--- config.mk ---
export PLATFORM = sky130hd
export DESIGN_NAME = draw_rectangle_fill
export DESIGN_NICKNAME = d
export VERILOG_FILES = /design/src/rtl/draw_rectangle_fill.sv
export SDC_FILE = /design/constraint.sdc
export NUM_CORES = 1
export LEC_CHECK = 0
export BUFFER_PORTS_ARGS = -buffer_cell sky130_fd_sc_hd__buf_2
export CAP_MARGIN = 20
export CELL_PAD_IN_SITES_DETAIL_PLACEMENT = 1
export CELL_PAD_IN_SITES_GLOBAL_PLACEMENT = 2
export CORE_MARGIN = 1.5
export CORE_UTILIZATION = 31
export DETAILED_ROUTE_END_ITERATION = 12
export PLACE_DENSITY = 0.78
export SETUP_SLACK_MARGIN = 0.3
export SLEW_MARGIN = 10
export SYNTH_ARGS = -nofsm -noshare
export SYNTH_HDL_FRONTEND = slang
export SYNTH_SLANG_ARGS = --single-unit
--- constraint.sdc ---
create_clock -name clk -period 2.9 [get_ports clk]
set_clock_uncertainty 0.2 [all_clocks]
set_input_delay 0.87 -clock clk [delete_from_list [all_inputs] [get_ports clk]]
set_output_delay 0.87 -clock clk [all_outputs]
set_load 0.02 [all_outputs]
--- src/rtl/draw_rectangle_fill.sv ---
// draw_rectangle_fill
// Filled-rectangle rasteriser. It latches two opposite corners and orders
// them into (xa,ya)-(xb,yb). It then walks every pixel in raster order,
// emitting one pixel per cycle while oe is high.
//
// Ports
//   clk            system clock (only clock)
//   rst            synchronous, active-high reset; aborts any fill in progress
//   start          begin a fill; only looked at while idle
//   oe             output enable; the walk advances only when high
//   x0,y0,x1,y1    opposite corners, any order, CORDW-bit signed
//   x,y            current pixel (registered)
//   drawing        x/y is a valid pixel this cycle (DRAW && oe)
//   busy           high while ordering corners or drawing
//   done           one-cycle pulse after the last pixel
//
// x, y and drawing feed the bitmap-address / framebuffer-write path directly.
// That path applies its own write-enable delay, so no extra staging is added here.
module draw_rectangle_fill #(
    parameter int CORDW = 16
) (
    input  logic                    clk,
    input  logic                    rst,
    input  logic                    start,
    input  logic                    oe,
    input  logic signed [CORDW-1:0] x0,
    input  logic signed [CORDW-1:0] y0,
    input  logic signed [CORDW-1:0] x1,
    input  logic signed [CORDW-1:0] y1,
    output logic signed [CORDW-1:0] x,
    output logic signed [CORDW-1:0] y,
    output logic                    drawing,
    output logic                    busy,
    output logic                    done
);

    typedef enum logic [1:0] {IDLE, INIT, DRAW, DONE} state_t;

    state_t state, state_next;

    // corners as latched at start; later input changes are ignored
    logic signed [CORDW-1:0] lx0, ly0, lx1, ly1;
    // ordered bounds, valid from DRAW onwards
    logic signed [CORDW-1:0] xa, xb, ya, yb;

    logic last_pix;
    assign last_pix = (x == xb) && (y == yb);

    localparam logic [CORDW-1:0] ONE = {{(CORDW-1){1'b0}}, 1'b1};

    // state register
    always_ff @(posedge clk) begin
        if (rst) state <= IDLE;
        else     state <= state_next;
    end

    // next state
    always_comb begin
        state_next = state;
        case (state)
            IDLE: if (start) state_next = INIT;
            INIT: state_next = DRAW;
            DRAW: if (oe && last_pix) state_next = DONE;
            DONE: state_next = IDLE;
            default: state_next = IDLE;
        endcase
    end

    // corner latch, ordering and raster walk
    always_ff @(posedge clk) begin
        if (rst) begin
            x   <= '0;
            y   <= '0;
            lx0 <= '0;
            ly0 <= '0;
            lx1 <= '0;
            ly1 <= '0;
            xa  <= '0;
            xb  <= '0;
            ya  <= '0;
            yb  <= '0;
        end else begin
            case (state)
                IDLE: begin
                    if (start) begin
                        lx0 <= x0;
                        ly0 <= y0;
                        lx1 <= x1;
                        ly1 <= y1;
                    end
                end
                INIT: begin
                    // x/y start at the min corner directly, so DRAW can emit
                    // on its first cycle without waiting for xa/ya to settle
                    xa <= (lx0 < lx1) ? lx0 : lx1;
                    xb <= (lx0 < lx1) ? lx1 : lx0;
                    ya <= (ly0 < ly1) ? ly0 : ly1;
                    yb <= (ly0 < ly1) ? ly1 : ly0;
                    x  <= (lx0 < lx1) ? lx0 : lx1;
                    y  <= (ly0 < ly1) ? ly0 : ly1;
                end
                DRAW: begin
                    // on the final pixel x/y hold; the FSM moves to DONE
                    if (oe && !last_pix) begin
                        if (x < xb) begin
                            x <= x + ONE;
                        end else begin
                            x <= xa;
                            y <= y + ONE;
                        end
                    end
                end
                default: ;
            endcase
        end
    end

    assign drawing = (state == DRAW) && oe;
    assign busy    = (state == INIT) || (state == DRAW);
    assign done    = (state == DONE);

endmodule

==> impl_metrics.tcl <==
set metrics [dict create \
    syn_nets 1200 \
    fin_crit_ps 2962 \
    synthesis.area_sq_mm 0.008602 \
    max-cap-violations 0 \
    crit_arrival_ps 3050 \
    grt_overflow 0 \
    regArea_sq_mm 0.002998 \
    die_y_um 169.6 \
    slew_headroom_pct 51.17 \
    synth.avg_cell_area_sq_um 7.972 \
    final_common_cell "nand2_1" \
    status "finished with violations" \
    clk_latency_ps 430 \
    crit_family "simple AND/OR/NAND/NOR gates" \
    synth-xor-area-share_pct 2.735 \
    htreeDepth 4 \
    initial_core_util_pct 31.74 \
    num_vias 8871 \
    wl_per_cell_um 19.76 \
    rows 60 \
    setup_ws_ps -62.43 \
    synth-simple-area-share_pct 21.47 \
    synth_mux_area_share_pct 8.218 \
    fp.coreArea_sq_mm 0.02710 \
    multiInputGateArea_sq_mm 0.006301 \
    drtIter0Drc 430 \
    drive_gt1_share_pct 40.48 \
    seq_area_frac_synth_pct 33.98 \
    final_cell_mix "nand2_1, buf_4, dfxtp_1, buf_2, a21oi_1" \
    place_congestion 0.8452 \
    syn_to_final_growth_pct 49.91 \
    stdcell_count 1706 \
    cts_buffer_depth 2 \
    synth-compound-area-share_pct 19.90 \
    cts_hold_buffers 0 \
    hp-start "xb[12]" \
    synthTopCellsByArea "dfxtp_1, nand2_1, ha_1" \
    synth_top_cell_by_area "dfxtp_1" \
    grt_max_degree 65 \
    clkTransAtPathRegs_ps 70 \
    drcViolationCount 0 \
    max_stage_delay_ps 340 \
    critPathMaxFanout 4 \
    crit_path_top_delay_cell "dfxtp_2" \
    ios 103 \
    dp.cells 1623 \
    dp_hpwl_mm 22.87 \
    diodes 0 \
    yosys.area.top_type_share_pct 33.98 \
    fmax_mhz 337.6 \
    leakage_nw 5.182 \
    critPathRequiredTime_ps 2980 \
    setup_viol 8 \
    cp.buffers_inverters 5 \
    synth_edf_count 0 \
    grtUsageTotal_pct 22.53 \
    numClockSinks 146 \
    crit_path_start_kind "flop" \
    crit_start "xb[9]" \
    layout.nets 1442 \
    rsz0062_at_grt "yes" \
    ys_ff_latch 146 \
    slew_viol_final 0 \
    post-route-period-util_pct 102.2 \
    vias_per_cell 5.200 \
    antenna_found_initial 0 \
    fp.dieW_um 169.6 \
    tightest_slew_ps 732.5 \
    grt_pass1_wl_mm 50.39 \
    yosys_warnings 0 \
    final-hold-violation-count 0 \
    hold_slack_ps 283.7 \
    tritoncts "yes" \
    crit_type "flop to flop" \
    grt_pass1_vias 9047 \
    detail-route-antenna-nets 0 \
    synthAdderAreaFrac_pct 7.709 \
    hold_path.class "flop to flop" \
    end_kind "flop" \
    die_area_sq_mm 0.02876 \
    routed_wl_mm 33.71 \
    reg2reg_from "xb[9]" \
    io_buffers 102 \
    ys.flop_type "dfxtp_1" \
    cp_cell_sequence "inv_2 -> ha_4 -> nand4_1 -> nor4_2 -> buf_4 -> a21boi_4 -> o31a_1 -> or2_4 -> buf_12 -> buf_16 -> buf_6 -> mux2i_1 -> o221ai_1" \
    filler_cell_count 3114 \
    synth_cells 1079 \
    drt_pass1_iterations 5 \
    power_density_mw_per_mm2 1306 \
    synth_cell_types 64 \
    async_flop_share_pct 0 \
    ir_drop_v 0.0006806 \
    cts_root_buf "clkbuf_16" \
    synth_top_family_by_area "simple AND/OR/NAND/NOR gates" \
    violations "setup timing" \
    cts_made_buffers 17 \
]
[final cells by class]
class	instances	area share, %
clock buffers	22	3.755
multi-input cells	805	48.86
clock inverters	10	0.6404
repair buffers	289	18.06
inverters	62	1.824
flip-flops and latches	146	23.25
well taps	372	3.610
[metal layers]
layer	routed length [um]	part of all wire, %	vias up	track usage, %
met3	1371	4.1	33	2.799
li1	-	-	4321	-
met5	0	0	-	0
met1	17110	51	4343	33.38
met4	489	1.5	0	4.848
met2	14740	44	174	34.66
[power breakdown]
| group | internal (W) | total, W | switching [W] |
|---|---|---|---|
| sequential | 0.00260 | 0.00307 | 0.000466 |
| clock | 0.00126 | 0.00217 | 0.000908 |
| combinational | 0.00591 | 0.0116 | 0.00569 |
| total | 0.00978 | 0.0168 | 0.00706 |
[final timing paths]
check	endpoint	slack (ps)	cells past startpoint
max	x[2]	-60	13
min	xb[12]	280	2
max reg2reg	x[2]	-60	13
min reg2reg	xb[12]	280	2
[flip-flops by register name (all words and copies together) (netlist names)]
signal	flops
lx0	16
lx1	16
ly0	16
ly1	16
state	2
x	16
xa	16
xb	16
y	16
yb	16
[kinds of logic (layout without fill, tap and decap cells)]
kind of cell | after synthesis | after routing
compound gates | 250 | 251
xor+xnor | 26 | 26
fa+ha+maj | 53 | 53
buf+inv | 129 | 383
flops | 146 | 146
mux | 69 | 69
simple gates | 406 | 406
[stage by stage]
step	util [%]	power [W]	instance area, sq um	setup slack (ps)	setup TNS, ps
after floorplan	-	0.007781	8919	143.3	0
after global placement	39.53	0.01026	10710	-22.70	-109.1
after detailed placement	39.53	0.01043	10710	-131.1	-633.9
after CTS	45.41	0.01530	12310	-33.28	-142.8
after global routing	47.58	0.01767	12890	-178.1	-2743
final	47.58	0.01684	12890	-62.43	-193.6
[Yosys cell counts, drive strengths merged (3+ instances only)]
library cell	number
o22ai	4
o21a	8
xnor2	12
and3	14
nor3b	3
nand2b	11
o21ai	20
a32oi	5
a21oi	87
o311ai	5
inv	61
or3	3
a21o	7
nor2b	7
a221o	8
mux2i	56
nor3	17
and2	6
a211o	9
a31oi	5
nand4	19
xor2	14
buf	12
ha	53
mux2	13
nor2	80
o211ai	13
nand2	188
nand4b	7
o31a	3
dfxtp	146
nand3	30
or2	4
clkbuf	55
a32o	8
a211oi	49
nor4	11
[timing repair]
item                       CTS  global route
setup buffers               28            17
gates resized for setup    163            91
setup endpoints to repair   73            84
pin swaps                   62            48
cloned                       4             2
[worst reg2reg max path: cells and delay by family, from the launching register on]
kind                     cells  cell delay, ps
AO/OA/AOI/OAI                3             550
adder cells (fa/ha/maj)      1             260
buffers and inverters        5             570
flip-flops                   1             340
multiplexers                 1             250
AND/OR/NAND/NOR              3             650
Note: power is estimated with default switching activity, not from simulation.
